**src/rtl/aes_ctrl_pkg.sv**
```systemverilog
// Shared constants, state encoding and Rcon helper for the AES round sequencer.
// The ERR state exists only when AES_WATCHDOG_EN is defined.
package aes_ctrl_pkg;

    localparam int NUM_ROUNDS   = 10;
    localparam int ROUND_CYCLES = 21;

    localparam logic [7:0] RCON_INIT  = 8'h01;
    localparam logic [7:0] RCON_POLY  = 8'h1B;
    localparam logic [3:0] LAST_ROUND = 4'(NUM_ROUNDS);

    typedef enum logic [2:0] {
        IDLE,
        LOAD,
        RUN,
        DONE
`ifdef AES_WATCHDOG_EN
        ,
        ERR
`endif
    } state_t;

    // GF(2^8) doubling: Rcon(i+1) = xtime(Rcon(i))
    function automatic logic [7:0] xtime(input logic [7:0] ValxD);
        return {ValxD[6:0], 1'b0} ^ (ValxD[7] ? RCON_POLY : 8'h00);
    endfunction

endpackage

```
**src/rtl/aes_rcon_gen.sv**
```systemverilog
// Round-constant register: cleared by reset or ClearxSI, loaded with RCON_INIT,
// advanced by xtime once per completed round.
module aes_rcon_gen
    import aes_ctrl_pkg::*;
(
    input  logic       ClkxCI,
    input  logic       RstxRI,
    input  logic       ClearxSI,
    input  logic       InitxSI,
    input  logic       AdvancexSI,
    output logic [7:0] RconxDO
);

    logic [7:0] RconxDP;

    // NOTE: flops use non-blocking <= so every register samples pre-edge values.
    always_ff @(posedge ClkxCI) begin
        if (RstxRI || ClearxSI) begin
            RconxDP <= 8'h00;
        end else if (InitxSI) begin
            RconxDP <= RCON_INIT;
        end else if (AdvancexSI) begin
            RconxDP <= xtime(RconxDP);
        end
    end

    assign RconxDO = RconxDP;

endmodule

```
**src/rtl/aes_round_ctrl.sv**
```systemverilog
// Round-level sequencer for the serialized AES datapath.
// Optional watchdog and sticky error state enabled by defining AES_WATCHDOG_EN.
module aes_round_ctrl
    import aes_ctrl_pkg::*;
(
    input  logic       ClkxCI,
    input  logic       RstxRI,
    input  logic       InValidxSI,
    output logic       InReadyxSO,
    output logic       LoadxSO,
    output logic       CoreStartxSO,
    input  logic       CoreRoundEndxSI,
    output logic       LastRoundxSO,
    output logic [3:0] RoundxDO,
    output logic [7:0] RconxDO,
    output logic       BusyxSO,
    output logic       OutValidxSO,
    input  logic       OutReadyxSI,
    output logic       ErrorxSO
);

    state_t     StatexDP, StatexDN;
    logic [3:0] RoundxDP, RoundxDN;
    logic       RconInitxS, RconAdvxS, RconClrxS;
    logic       LastxS;

`ifdef AES_WATCHDOG_EN
    logic [4:0] CntxDP, CntxDN;
    logic       ErrxDP;
    logic       WdFaultxS;
`endif

    assign LastxS = (RoundxDP == LAST_ROUND);

`ifdef AES_WATCHDOG_EN
    // A round must end exactly ROUND_CYCLES cycles after it started; any end pulse
    // outside RUN is also a protocol violation.
    always_comb begin
        WdFaultxS = 1'b0;
        if (StatexDP == RUN) begin
            if (CoreRoundEndxSI) begin
                WdFaultxS = (CntxDP != 5'(ROUND_CYCLES - 1));
            end else begin
                WdFaultxS = (CntxDP == 5'(ROUND_CYCLES - 1));
            end
        end else if (StatexDP != ERR) begin
            WdFaultxS = CoreRoundEndxSI;
        end
    end

    always_comb begin
        CntxDN = CntxDP;
        if (StatexDP == LOAD) begin
            CntxDN = '0;
        end else if (StatexDP == RUN) begin
            CntxDN = CoreRoundEndxSI ? 5'd0 : CntxDP + 5'd1;
        end
    end
`endif

    // NOTE: every output of this block gets a default first so no latch is inferred.
    always_comb begin
        StatexDN     = StatexDP;
        RoundxDN     = RoundxDP;
        RconInitxS   = 1'b0;
        RconAdvxS    = 1'b0;
        RconClrxS    = 1'b0;
        InReadyxSO   = 1'b0;
        LoadxSO      = 1'b0;
        CoreStartxSO = 1'b0;
        BusyxSO      = 1'b0;
        OutValidxSO  = 1'b0;

        case (StatexDP)
            IDLE: begin
                InReadyxSO = 1'b1;
                if (InValidxSI) StatexDN = LOAD;
            end
            LOAD: begin
                LoadxSO      = 1'b1;
                CoreStartxSO = 1'b1;
                BusyxSO      = 1'b1;
                RoundxDN     = 4'd1;
                RconInitxS   = 1'b1;
                StatexDN     = RUN;
            end
            RUN: begin
                BusyxSO = 1'b1;
                if (CoreRoundEndxSI) begin
                    if (LastxS) begin
                        StatexDN = DONE;
                    end else begin
                        RoundxDN  = RoundxDP + 4'd1;
                        RconAdvxS = 1'b1;
                    end
                end
            end
            DONE: begin
                OutValidxSO = 1'b1;
                if (OutReadyxSI) begin
                    InReadyxSO = 1'b1;
                    if (InValidxSI) begin
                        StatexDN = LOAD;
                    end else begin
                        StatexDN  = IDLE;
                        RoundxDN  = '0;
                        RconClrxS = 1'b1;
                    end
                end
            end
`ifdef AES_WATCHDOG_EN
            ERR: StatexDN = ERR;
`endif
            default: StatexDN = IDLE;
        endcase

`ifdef AES_WATCHDOG_EN
        // A fault freezes round bookkeeping; only reset leaves ERR.
        if (WdFaultxS) begin
            StatexDN   = ERR;
            RoundxDN   = RoundxDP;
            RconInitxS = 1'b0;
            RconAdvxS  = 1'b0;
            RconClrxS  = 1'b0;
        end
`endif
    end

    always_ff @(posedge ClkxCI) begin
        if (RstxRI) begin
            StatexDP <= IDLE;
            RoundxDP <= '0;
        end else begin
            StatexDP <= StatexDN;
            RoundxDP <= RoundxDN;
        end
    end

`ifdef AES_WATCHDOG_EN
    always_ff @(posedge ClkxCI) begin
        if (RstxRI) begin
            CntxDP <= '0;
            ErrxDP <= 1'b0;
        end else begin
            CntxDP <= CntxDN;
            ErrxDP <= ErrxDP | WdFaultxS;
        end
    end

    assign ErrorxSO = ErrxDP;
`else
    assign ErrorxSO = 1'b0;
`endif

    aes_rcon_gen u_rcon_gen (
        .ClkxCI     (ClkxCI),
        .RstxRI     (RstxRI),
        .ClearxSI   (RconClrxS),
        .InitxSI    (RconInitxS),
        .AdvancexSI (RconAdvxS),
        .RconxDO    (RconxDO)
    );

    assign RoundxDO     = RoundxDP;
    assign LastRoundxSO = (StatexDP == RUN) && LastxS;

endmodule

```
**config.mk**
```make
export PLATFORM = sky130hd
export DESIGN_NAME = aes_round_ctrl
export DESIGN_NICKNAME = d
export VERILOG_FILES = /design/src/rtl/aes_ctrl_pkg.sv /design/src/rtl/aes_rcon_gen.sv /design/src/rtl/aes_round_ctrl.sv
export SDC_FILE = /design/constraint.sdc
export NUM_CORES = 1
export LEC_CHECK = 0
export CELL_PAD_IN_SITES_DETAIL_PLACEMENT = 0
export CELL_PAD_IN_SITES_GLOBAL_PLACEMENT = 2
export CORE_MARGIN = 3
export CORE_UTILIZATION = 27
export CTS_CLUSTER_DIAMETER = 150
export DETAILED_ROUTE_END_ITERATION = 8
export GPL_TIMING_DRIVEN = 0
export PLACE_DENSITY = 0.76
export RECOVER_POWER = 50
export SETUP_SLACK_MARGIN = 0.05
export SLEW_MARGIN = 20
export SYNTH_ARGS = -nofsm -noshare
export SYNTH_HDL_FRONTEND = slang
export SYNTH_SLANG_ARGS = --single-unit
```
**constraint.sdc**
```tcl
create_clock -name ClkxCI -period 2.2 [get_ports ClkxCI]
set_input_delay 0.44 -clock ClkxCI [delete_from_list [all_inputs] [get_ports ClkxCI]]
set_output_delay 0.44 -clock ClkxCI [all_outputs]
set_load 0.01 [all_outputs]
```
==> results.py, run 1 <==
metrics = {
    "drt": {
        "vias": 706,
        "dr.pass1.iters": 2,
        "drc": 0,
        "ant_nets": 0,
        "wl_um": 1810,
        "wl_per_cell_um": 11.2,
        "viasPerCell": 4.36,
        "drt_iter0_markers": 11,
    },
    "synthesis": {
        "syn_area_um2": 846,
        "ys_seq_elements": 14,
        "synth_seq_area_share": 0.331,
        "synth_area_leaders": "dfxtp_1 (33%), ha_1 (10%), mux2i_1 (5.9%), a211oi_1 (5.3%), nor2_1 (5.3%)",
        "yosys.area.top_type": "dfxtp_1",
        "yosysUniqueCellTypes": 29,
        "synth_top_cell_area_share": 0.331,
        "yosys_warnings": 0,
        "syn_avg_cell_area_um2": 9.40,
        "synthesis.nets": 102,
        "syn-instance-count": 90,
    },
    "timing": {
        "rsz0062_at_grt": "no",
        "post-route-period-util": 0.920,
        "tns_ps": 0,
        "tightest_slew_ps": 793,
        "setup_viol": 0,
        "max_slew_margin": 0.458,
        "slew_viol_final": 0,
        "fin_crit_ps": 2020,
        "holdWs_ps": 517,
        "hold_viol": 0,
        "max_clock_freq_mhz": 494,
        "layout_setup_ws_ps": 176,
        "clock_skew_ps": 10.6,
    },
    "clocking": {
        "clk-insertion-delay-late_ps": 290,
        "cts_sinks": 14,
        "clk_path_buf_depth": 2,
        "htreeDepth": 1,
        "cts_hold_buf": 0,
        "cts_tree": "built",
        "cts-buffers-inserted": 3,
        "cts_root_buffer": "clkbuf_4",
        "clk_pin_slew_ps": 100,
    },
    "grt": {
        "grt_antenna_before_repair": 0,
        "grt_max_degree": 11,
        "track_usage": 0.103,
        "grt_first_pass_wirelength_um": 2960,
        "grt_pass1_vias": 644,
        "grt-ovfl-total": 0,
    },
    "pwr": {
        "leakagePower_nw": 0.503,
        "finalPower_mw": 1.19,
        "max-vdd-ir-drop_v": 0.000567,
        "power.density_mw_per_mm2": 999,
    },
    "final_layout": {
        "syn2layout_area_growth_pct": 40.5,
        "diodes": 0,
        "drive_gt1_frac": 0.192,
        "nNetsFinal": 133,
        "finalNonFillerCells": 162,
    },
    "setup_path": {
        "critical-path-max-stage-delay_ps": 520,
        "worstSetupPathType": "reg -> out",
        "crit_chain": "inv_1 > ha_2 > buf_4 > clkdlybuf4s50_1",
        "end_kind": "output port",
        "path_delay_family": "buffers and inverters",
        "cp-start-kind": "flop",
        "cp.buffers_inverters": 3,
        "arrival_ps": 1580,
        "crit_path_top_delay_cell": "clkdlybuf4s50_1",
        "crit_fanout": 4,
        "cp.required_ps": 1760,
    },
    "status": {
        "outcome": "finished, final reports clean",
    },
    "placement": {
        "io_buffers": 22,
        "dpl_worst_slack_ps": 19.7,
        "post-dp-hpwl_um": 1330,
        "routabilityCongestion": 0.778,
        "dp_cells": 154,
    },
    "die": {
        "dieHeight_um": 62.0,
        "die_w_um": 62.0,
        "dieArea_mm2": 0.00384,
        "fp.coreArea_mm2": 0.00288,
        "pin_count": 24,
        "start_util": 0.294,
        "placementRows": 19,
    },
    "hold_path": {
        "hold_path_class": "reg -> reg",
    },
    "flow_run": {
        "timing.max_cap.violations": 0,
    },
}
[registers in the layout, summed over array words and instances (netlist names)]
signal	count
RoundxDO	4
u_rcon_gen.RconxDO	8
StatexDP	2
[cell usage after synthesis]
| master | instances |
|---|---|
| dfxtp_1 | 14 |
| nor2_1 | 12 |
| ha_1 | 7 |
| a211oi_1 | 6 |
| mux2i_1 | 5 |
| a21oi_1 | 4 |
| inv_1 | 4 |
| nand2b_1 | 4 |
| nor2b_1 | 4 |
| buf_4 | 3 |
| clkbuf_1 | 3 |
| xnor2_1 | 3 |
| nand2_1 | 2 |
| nand3_1 | 2 |
| nor3_1 | 2 |
| o21ai_0 | 2 |
| a2111oi_4 | 1 |
| a211oi_4 | 1 |
| a21boi_0 | 1 |
| and3_1 | 1 |
| and4b_1 | 1 |
| conb_1 | 1 |
| nand3b_4 | 1 |
| nor2b_4 | 1 |
| o22ai_1 | 1 |
| o2bb2ai_1 | 1 |
| o32ai_2 | 1 |
| or3_1 | 1 |
| or3b_2 | 1 |
[area by class of cell]
type	count	area (um^2)
multi-input cells	66	517
well taps	42	52.6
repair buffers	26	254
plain buffers	6	30.0
clock buffers	4	36.3
fillers	304	1690
flip-flops and latches	14	284
inverters	4	15.0
[cell usage in the layout (no fill, tap or decap), drive strengths merged, types with 3 or more instances in the layout]
master,n
nand2b,4
nor2,12
inv,4
dfxtp,14
a211oi,7
clkbuf,8
dlygate4sd3,6
mux2i,5
a21oi,4
buf,6
xnor2,3
ha,7
nor2b,5
clkdlybuf4s50,13
[layer usage]
metal / vias up / global-route usage / routed length (um)
met2: 18 / 0.163 / 829
met4: 0 / 0.0182 / 0
met1: 318 / 0.135 / 893
met3: 0 / 0.0413 / 89
li1: 370 / - / -
met5: - / 0 / 0
[cell families (layout without fill, tap and decap cells)]
family	Yosys count	count (layout)	share of synthesized area
and+or+nand+nor	32	32	0.222
AOI/OAI and AO/OA	18	18	0.191
DFF	14	14	0.331
buffers and inverters	10	40	0.0577
adders and majority gates	7	7	0.104
muxes	5	5	0.0592
xor gates and xnor gates	3	3	0.0311
other	1	1	0.00443
[path summary, 6_finish.rpt]
path              cells after the start                          startpoint                            endpoint  slack [ps]
hold reg to reg                       2  u_rcon_gen.RconxDO[1]$_SDFFE_PP0P_  u_rcon_gen.RconxDO[1]$_SDFFE_PP0P_         520
setup / recovery                      4            StatexDP[1]$_SDFFE_PP0P_                             LoadxSO         180
hold / removal                        2  u_rcon_gen.RconxDO[1]$_SDFFE_PP0P_  u_rcon_gen.RconxDO[1]$_SDFFE_PP0P_         520
setup reg to reg                      6            StatexDP[1]$_SDFFE_PP0P_            StatexDP[1]$_SDFFE_PP0P_         240
[power by group]
part	switching, mW	internal (mW)
Combinational	0.309	0.337
Sequential	0.0486	0.299
Clock	0.0939	0.101
Total	0.451	0.736
[timing repair]
item | in CTS | in global routing
hold endpoints to repair | 0 | 0
pin swaps | 0 | 0
gates resized for setup | 10 | 3
buffers inserted | 1 | 3
endpoints found under the setup margin | 2 | 3
[per-stage QoR]
stage                util  cell area [um^2]
detailed placement  0.389              1120
CTS                 0.411              1180
global placement    0.389              1120
global route        0.413              1190
floorplan               -               846
finish              0.413              1190
[worst min-delay path, cell delays in order (launching register included)]
cell      delay [ps]
dfxtp_1          330
nor2_1           100
a211oi_1          50
(Power assumes the default switching activity.)
==> run 2: changes to the inputs <==
ABC_AREA = 1   (was not set)
CORE_UTILIZATION = 25   (was 27)
PLACE_DENSITY = 0.77   (was 0.76)
==> run 2 against run 1 <==
Clock power barely moved. Die area rose by 13%. Count of clock-buffer cells in the layout unchanged. Wire length rose by 6.5%. Fmax down 0.97%. Synthesized cell count grew 42%. Critical path type unchanged. Critical endpoint is now BusyxSO. Largest cell class unchanged. Largest power group unchanged.
==> results.py, run 2 <==
metrics = {
    "status": {
        "outcome": "finished, final reports clean",
    },
    "drt": {
        "ant_nets": 0,
        "drc": 0,
        "wl_um": 1930,
        "drt_iter0_markers": 21,
        "viasPerCell": 4.06,
        "vias": 812,
        "wl_per_cell_um": 9.65,
        "dr.pass1.iters": 4,
    },
    "die": {
        "die_w_um": 65.9,
        "fp.coreArea_mm2": 0.00339,
        "start_util": 0.265,
        "dieHeight_um": 65.9,
        "dieArea_mm2": 0.00435,
        "pin_count": 24,
        "placementRows": 21,
    },
    "pwr": {
        "power.density_mw_per_mm2": 1070,
        "max-vdd-ir-drop_v": 0.000448,
        "leakagePower_nw": 0.571,
        "finalPower_mw": 1.27,
    },
    "clocking": {
        "cts_sinks": 14,
        "cts_tree": "built",
        "clk-insertion-delay-late_ps": 280,
        "clk_path_buf_depth": 2,
        "cts-buffers-inserted": 3,
        "clk_pin_slew_ps": 100,
        "cts_root_buffer": "clkbuf_4",
        "htreeDepth": 1,
    },
    "synthesis": {
        "yosys.area.top_type": "dfxtp_1",
        "synth-simple-area-share": 0.281,
        "ys.flop_type": "dfxtp_1",
        "synth_area_leaders": "dfxtp_1 (31%), inv_1 (11%), nand2_1 (10%), ha_1 (9.7%), a21oi_1 (6.1%)",
        "synth_compound_area_frac": 0.116,
        "syn_area_um2": 898,
        "synth_top_cell_area_share": 0.312,
        "async_flop_share": 0,
        "synth_enable_flop_cells": 0,
        "yosys_warnings": 0,
        "synth_top_cells_by_count": "inv_1 (26), nand2_1 (24), dfxtp_1 (14), nor2_1 (14), a21oi_1 (11)",
        "synth_top_family_by_area": "simple AND/OR/NAND/NOR gates",
        "synth_seq_area_share": 0.312,
        "synthesis.nets": 140,
        "yosysUniqueCellTypes": 22,
        "syn-instance-count": 128,
        "syn_avg_cell_area_um2": 7.02,
        "synthAdderAreaFrac": 0.0975,
        "ys_seq_elements": 14,
        "synth_xor_area_frac": 0.0292,
        "synthMuxAreaShare": 0,
        "synth_most_common_cell": "inv_1",
    },
    "setup_path": {
        "crit_fanout": 4,
        "worstSetupPathType": "reg -> out",
        "crit_path_top_delay_cell": "clkdlybuf4s50_1",
        "cp-start-kind": "flop",
        "cp.required_ps": 1760,
        "arrival_ps": 1600,
        "critical-path-max-stage-delay_ps": 540,
        "crit_chain": "inv_1 > ha_1 > clkdlybuf4s50_1",
        "end_kind": "output port",
    },
    "final_layout": {
        "syn2layout_area_growth_pct": 32.0,
        "nNetsFinal": 167,
        "diodes": 0,
        "fillers": 381,
        "final_cell_mix": "inv_1 (26), nand2_1 (24), clkdlybuf4s50_1 (17), nor2_1 (15), dfxtp_1 (12)",
        "drive_gt1_frac": 0.0974,
        "layout_commonest_cell": "inv_1",
        "final_cell_area_mm2": 0.00119,
        "largest_reg_flops": 8,
    },
    "timing": {
        "rsz0062_at_grt": "no",
        "max_clock_freq_mhz": 489,
        "setup_viol": 0,
        "slew_viol_final": 0,
        "post-route-period-util": 0.929,
        "holdWs_ps": 462,
        "hold_viol": 0,
        "fin_crit_ps": 2040,
        "clock_skew_ps": 4.34,
        "tns_ps": 0,
    },
    "grt": {
        "track_usage": 0.0959,
        "grt_use_met1": 0.111,
        "grt_first_pass_wirelength_um": 3220,
        "grt_pass1_vias": 748,
        "grt.met3_usage": 0.0374,
        "grt_max_degree": 11,
        "grt-ovfl-total": 0,
        "met2_usage": 0.165,
        "busiest_layer": "met2",
        "grt_antenna_before_repair": 0,
    },
    "placement": {
        "placed_area_mm2": 0.00118,
        "post-dp-hpwl_um": 1510,
        "io_buffers": 22,
        "routabilityCongestion": 0.763,
    },
    "flow_run": {
        "timing.max_cap.violations": 0,
    },
    "hold_path": {
        "hold_path_class": "reg -> reg",
    },
}
==> run 2: cell types whose count changed in the layout (fill, tap and decap cells not counted), moves of 4 or more <==
| cell | before | now |
|---|---|---|
| inv_1 | 3 | 26 |
| nand2_1 | 2 | 24 |
| a21oi_1 | 4 | 11 |
| a211oi_1 | 6 | 0 |
| o21ai_0 | 2 | 8 |
| mux2i_1 | 5 | 0 |
| buf_4 | 6 | 2 |
| clkdlybuf4s50_1 | 13 | 17 |
| nand2b_1 | 4 | 0 |
| nand3_1 | 2 | 6 |
| nor2b_1 | 4 | 0 |
==> run 2: per-stage QoR <==
| stage | util | cells | setup WS, ps |
|---|---|---|---|
| floorplan | - | 128 | 754 |
| CTS | 0.358 | 200 | 96.6 |
| detailed placement | 0.347 | 196 | 98.8 |
| finish | 0.350 | 200 | 156 |
| global placement | 0.347 | 196 | 97.5 |
| global route | 0.350 | 200 | 61.9 |
==> run 2: area by class of cell <==
cell class | instances | area (um^2) | area share
Multi-Input combinational cell | 82 | 455 | 0.384
Tap cell | 46 | 57.6 | 0.0485
Sequential cell | 14 | 283 | 0.238
Inverter | 27 | 101 | 0.0854
Clock buffer | 4 | 36.3 | 0.0306
Buffer | 5 | 35.0 | 0.0295
Timing Repair Buffer | 22 | 218 | 0.184
==> run 2: logic make-up after synthesis <==
family | Yosys count
other | 1
adders and majority gates | 7
AOI/OAI and AO/OA | 20
DFF | 14
buffers and inverters | 32
and+or+nand+nor | 51
xor gates and xnor gates | 3
==> run 2: path summary, 6_finish.rpt <==
check	cells past startpoint	slack, ps	to	start
setup / recovery	3	160	BusyxSO	StatexDP[0]$_SDFFE_PP0P_
hold / removal	2	460	u_rcon_gen.RconxDO[5]$_SDFFE_PP0P_	u_rcon_gen.RconxDO[5]$_SDFFE_PP0P_
setup reg to reg	6	480	u_rcon_gen.RconxDO[4]$_SDFFE_PP0P_	RoundxDO[1]$_SDFFE_PP0P_
hold reg to reg	2	460	u_rcon_gen.RconxDO[5]$_SDFFE_PP0P_	u_rcon_gen.RconxDO[5]$_SDFFE_PP0P_
==> run 2: critical path: cells and delay by family, from the launching register on <==
family / cells / cell delay (ps)
buffers and inverters: 2 / 620
flip-flops: 1 / 370
adder cells (fa/ha/maj): 1 / 320
==> run 2: repair_timing <==
action | in CTS | in global routing
buffers inserted | 0 | 0
endpoints found under the setup margin | 2 | 1
hold buffers | 0 | 0
gates resized for setup | 4 | 1
==> run 2: metal layers <==
layer  part of all wire  vias to the layer above
li1                   -                      443
met3              0.059                        2
met1               0.48                      348
met4             0.0083                        0
met2               0.45                       19
met5                  0                        -
==> run 2: power by group <==
part	total (mW)	switching (mW)	internal, mW
registers	0.385	0.0638	0.321
logic	0.690	0.359	0.331
clock network	0.193	0.0921	0.101
total	1.27	0.515	0.753
==> run 3: changes to the inputs <==
GPL_ROUTABILITY_DRIVEN = 0   (was not set)
SETUP_SLACK_MARGIN = 0.3   (was 0.05)
==> run 3 against run 2 <==
Clock skew is 0.65 ps higher. Cell count did not move. Sequential share of layout area down 0.055 points. Register-to-register slack about the same. Wire length grew 1.9%. Setup slack improved by 190 ps. Critical path depth increased by 3. Combinational power about the same. Critical path type unchanged. Largest power group unchanged.
==> results.py, run 3 (same netlist as run 2, synthesis figures left out) <==
metrics = {
    "status": {
        "outcome": "finished, final reports clean",
    },
    "die": {
        "dieArea_mm2": 0.00435,
        "dieHeight_um": 65.9,
        "fp.coreArea_mm2": 0.00339,
        "start_util": 0.265,
        "placementRows": 21,
        "die_w_um": 65.9,
        "pin_count": 24,
    },
    "clocking": {
        "post_cts_buffers": 0,
        "cts_hold_buf": 0,
        "clk_pin_slew_ps": 100,
        "clk-insertion-delay-late_ps": 280,
        "cts_tree": "built",
        "clk_path_buf_depth": 2,
        "htreeDepth": 1,
        "cts_root_buffer": "clkbuf_4",
        "cts-buffers-inserted": 3,
        "cts_sinks": 14,
    },
    "timing": {
        "slew_viol_final": 0,
        "layout_setup_ws_ps": 344,
        "clock_skew_ps": 4.99,
        "fin_crit_ps": 1860,
        "tns_ps": 0,
        "post-route-period-util": 0.843,
        "rsz0062_at_grt": "yes",
        "setup_viol": 0,
        "hold_viol": 0,
        "max_clock_freq_mhz": 539,
    },
    "pwr": {
        "p_sw_frac": 0.413,
        "seq_power_share": 0.314,
        "p_switching_uw": 533,
        "power.density_mw_per_mm2": 1060,
        "p_int_uw": 756,
        "max-vdd-ir-drop_v": 0.000468,
        "clock_power_share": 0.150,
        "leakagePower_nw": 0.568,
        "comb_power_share": 0.537,
    },
    "drt": {
        "drc": 0,
        "vias": 816,
        "dr.pass1.iters": 4,
        "wl_um": 1970,
        "ant_nets": 0,
        "viasPerCell": 4.08,
        "drt_iter0_markers": 12,
        "wl_per_cell_um": 9.83,
    },
    "final_layout": {
        "syn2layout_area_growth_pct": 34.7,
        "diodes": 0,
        "final_cell_mix": "inv_1 (24), nand2_1 (24), nor2_1 (15), clkdlybuf4s50_1 (15), dfxtp_1 (12)",
        "final_cell_area_mm2": 0.00121,
        "final_util": 0.357,
        "nNetsFinal": 167,
        "largest_reg_flops": 8,
        "finalNonFillerCells": 200,
        "drive_gt1_frac": 0.136,
        "fillers": 380,
    },
    "grt": {
        "met2_usage": 0.165,
        "grt-ovfl-total": 0,
        "grt_first_pass_wirelength_um": 3230,
        "grt_max_degree": 11,
        "grt_pass1_vias": 750,
        "grt_antenna_before_repair": 0,
        "grt.met3_usage": 0.0374,
        "grt_use_met1": 0.112,
        "busiest_layer": "met2",
        "track_usage": 0.0963,
    },
    "placement": {
        "post-dp-hpwl_um": 1510,
        "placed_area_mm2": 0.00118,
        "dpl_worst_slack_ps": 98.8,
        "dp_cells": 196,
        "io_buffers": 22,
    },
    "setup_path": {
        "cp-start-kind": "flop",
        "arrival_ps": 1420,
        "crit_fanout": 10,
        "worstSetupPathType": "reg -> out",
        "cp.required_ps": 1760,
        "end_kind": "output port",
    },
    "hold_path": {
        "hold_path_class": "reg -> reg",
    },
    "flow_run": {
        "timing.max_cap.violations": 0,
    },
}
run 3: cell type report:
type                    instances  area, um^2  area share
clock buffers                   4        36.3      0.0300
well taps                      46        57.6      0.0476
plain buffers                   5        38.8      0.0321
multi-input cells              82         480       0.397
flip-flops and latches         14         288       0.238
repair buffers                 22         208       0.172
inverters                      27         101      0.0838
run 3: timing repair:
item | in CTS | in global routing
resized for setup | 11 | 11
pin swaps | 0 | 1
endpoints found under the setup margin | 6 | 4
gates cloned | 0 | 0
run 3: final timing paths:
check        cells past startpoint                                  to  slack [ps]                          startpoint
max                              6                        LastRoundxSO         340            StatexDP[0]$_SDFFE_PP0P_
max reg2reg                      6  u_rcon_gen.RconxDO[4]$_SDFFE_PP0P_         480            RoundxDO[1]$_SDFFE_PP0P_
min reg2reg                      2  u_rcon_gen.RconxDO[5]$_SDFFE_PP0P_         460  u_rcon_gen.RconxDO[5]$_SDFFE_PP0P_
min                              2  u_rcon_gen.RconxDO[5]$_SDFFE_PP0P_         460  u_rcon_gen.RconxDO[5]$_SDFFE_PP0P_
run 3: power by group through the flow:
stage / Clock (mW) / Combinational, mW / Sequential [mW]
after global routing: 0.217 / 0.783 / 0.417
after global placement: 0 / 0.744 / 0.388
final: 0.193 / 0.691 / 0.404
after floorplan: 0 / 0.456 / 0.401
after detailed placement: 0 / 0.743 / 0.390
after CTS: 0.201 / 0.740 / 0.392
run 3: per-stage QoR:
step                hold slack [ps]  power (mW)
global placement                446        1.13
global route                    494        1.42
CTS                             466        1.33
finish                          462        1.29
detailed placement              451        1.13
floorplan                       476       0.858
run 3: layer usage:
layer	routed length [um]	part of all wire
met4	16	0.0081
met5	0	0
met2	901	0.46
met3	86	0.044
met1	961	0.49
run 3: worst max-delay path, stage by stage (launching register included):
cell and delay, ps:
dfxtp_4 390, inv_2 80, ha_2 200, buf_8 140, nand4_4 120, inv_1 80
clkbuf_2 130
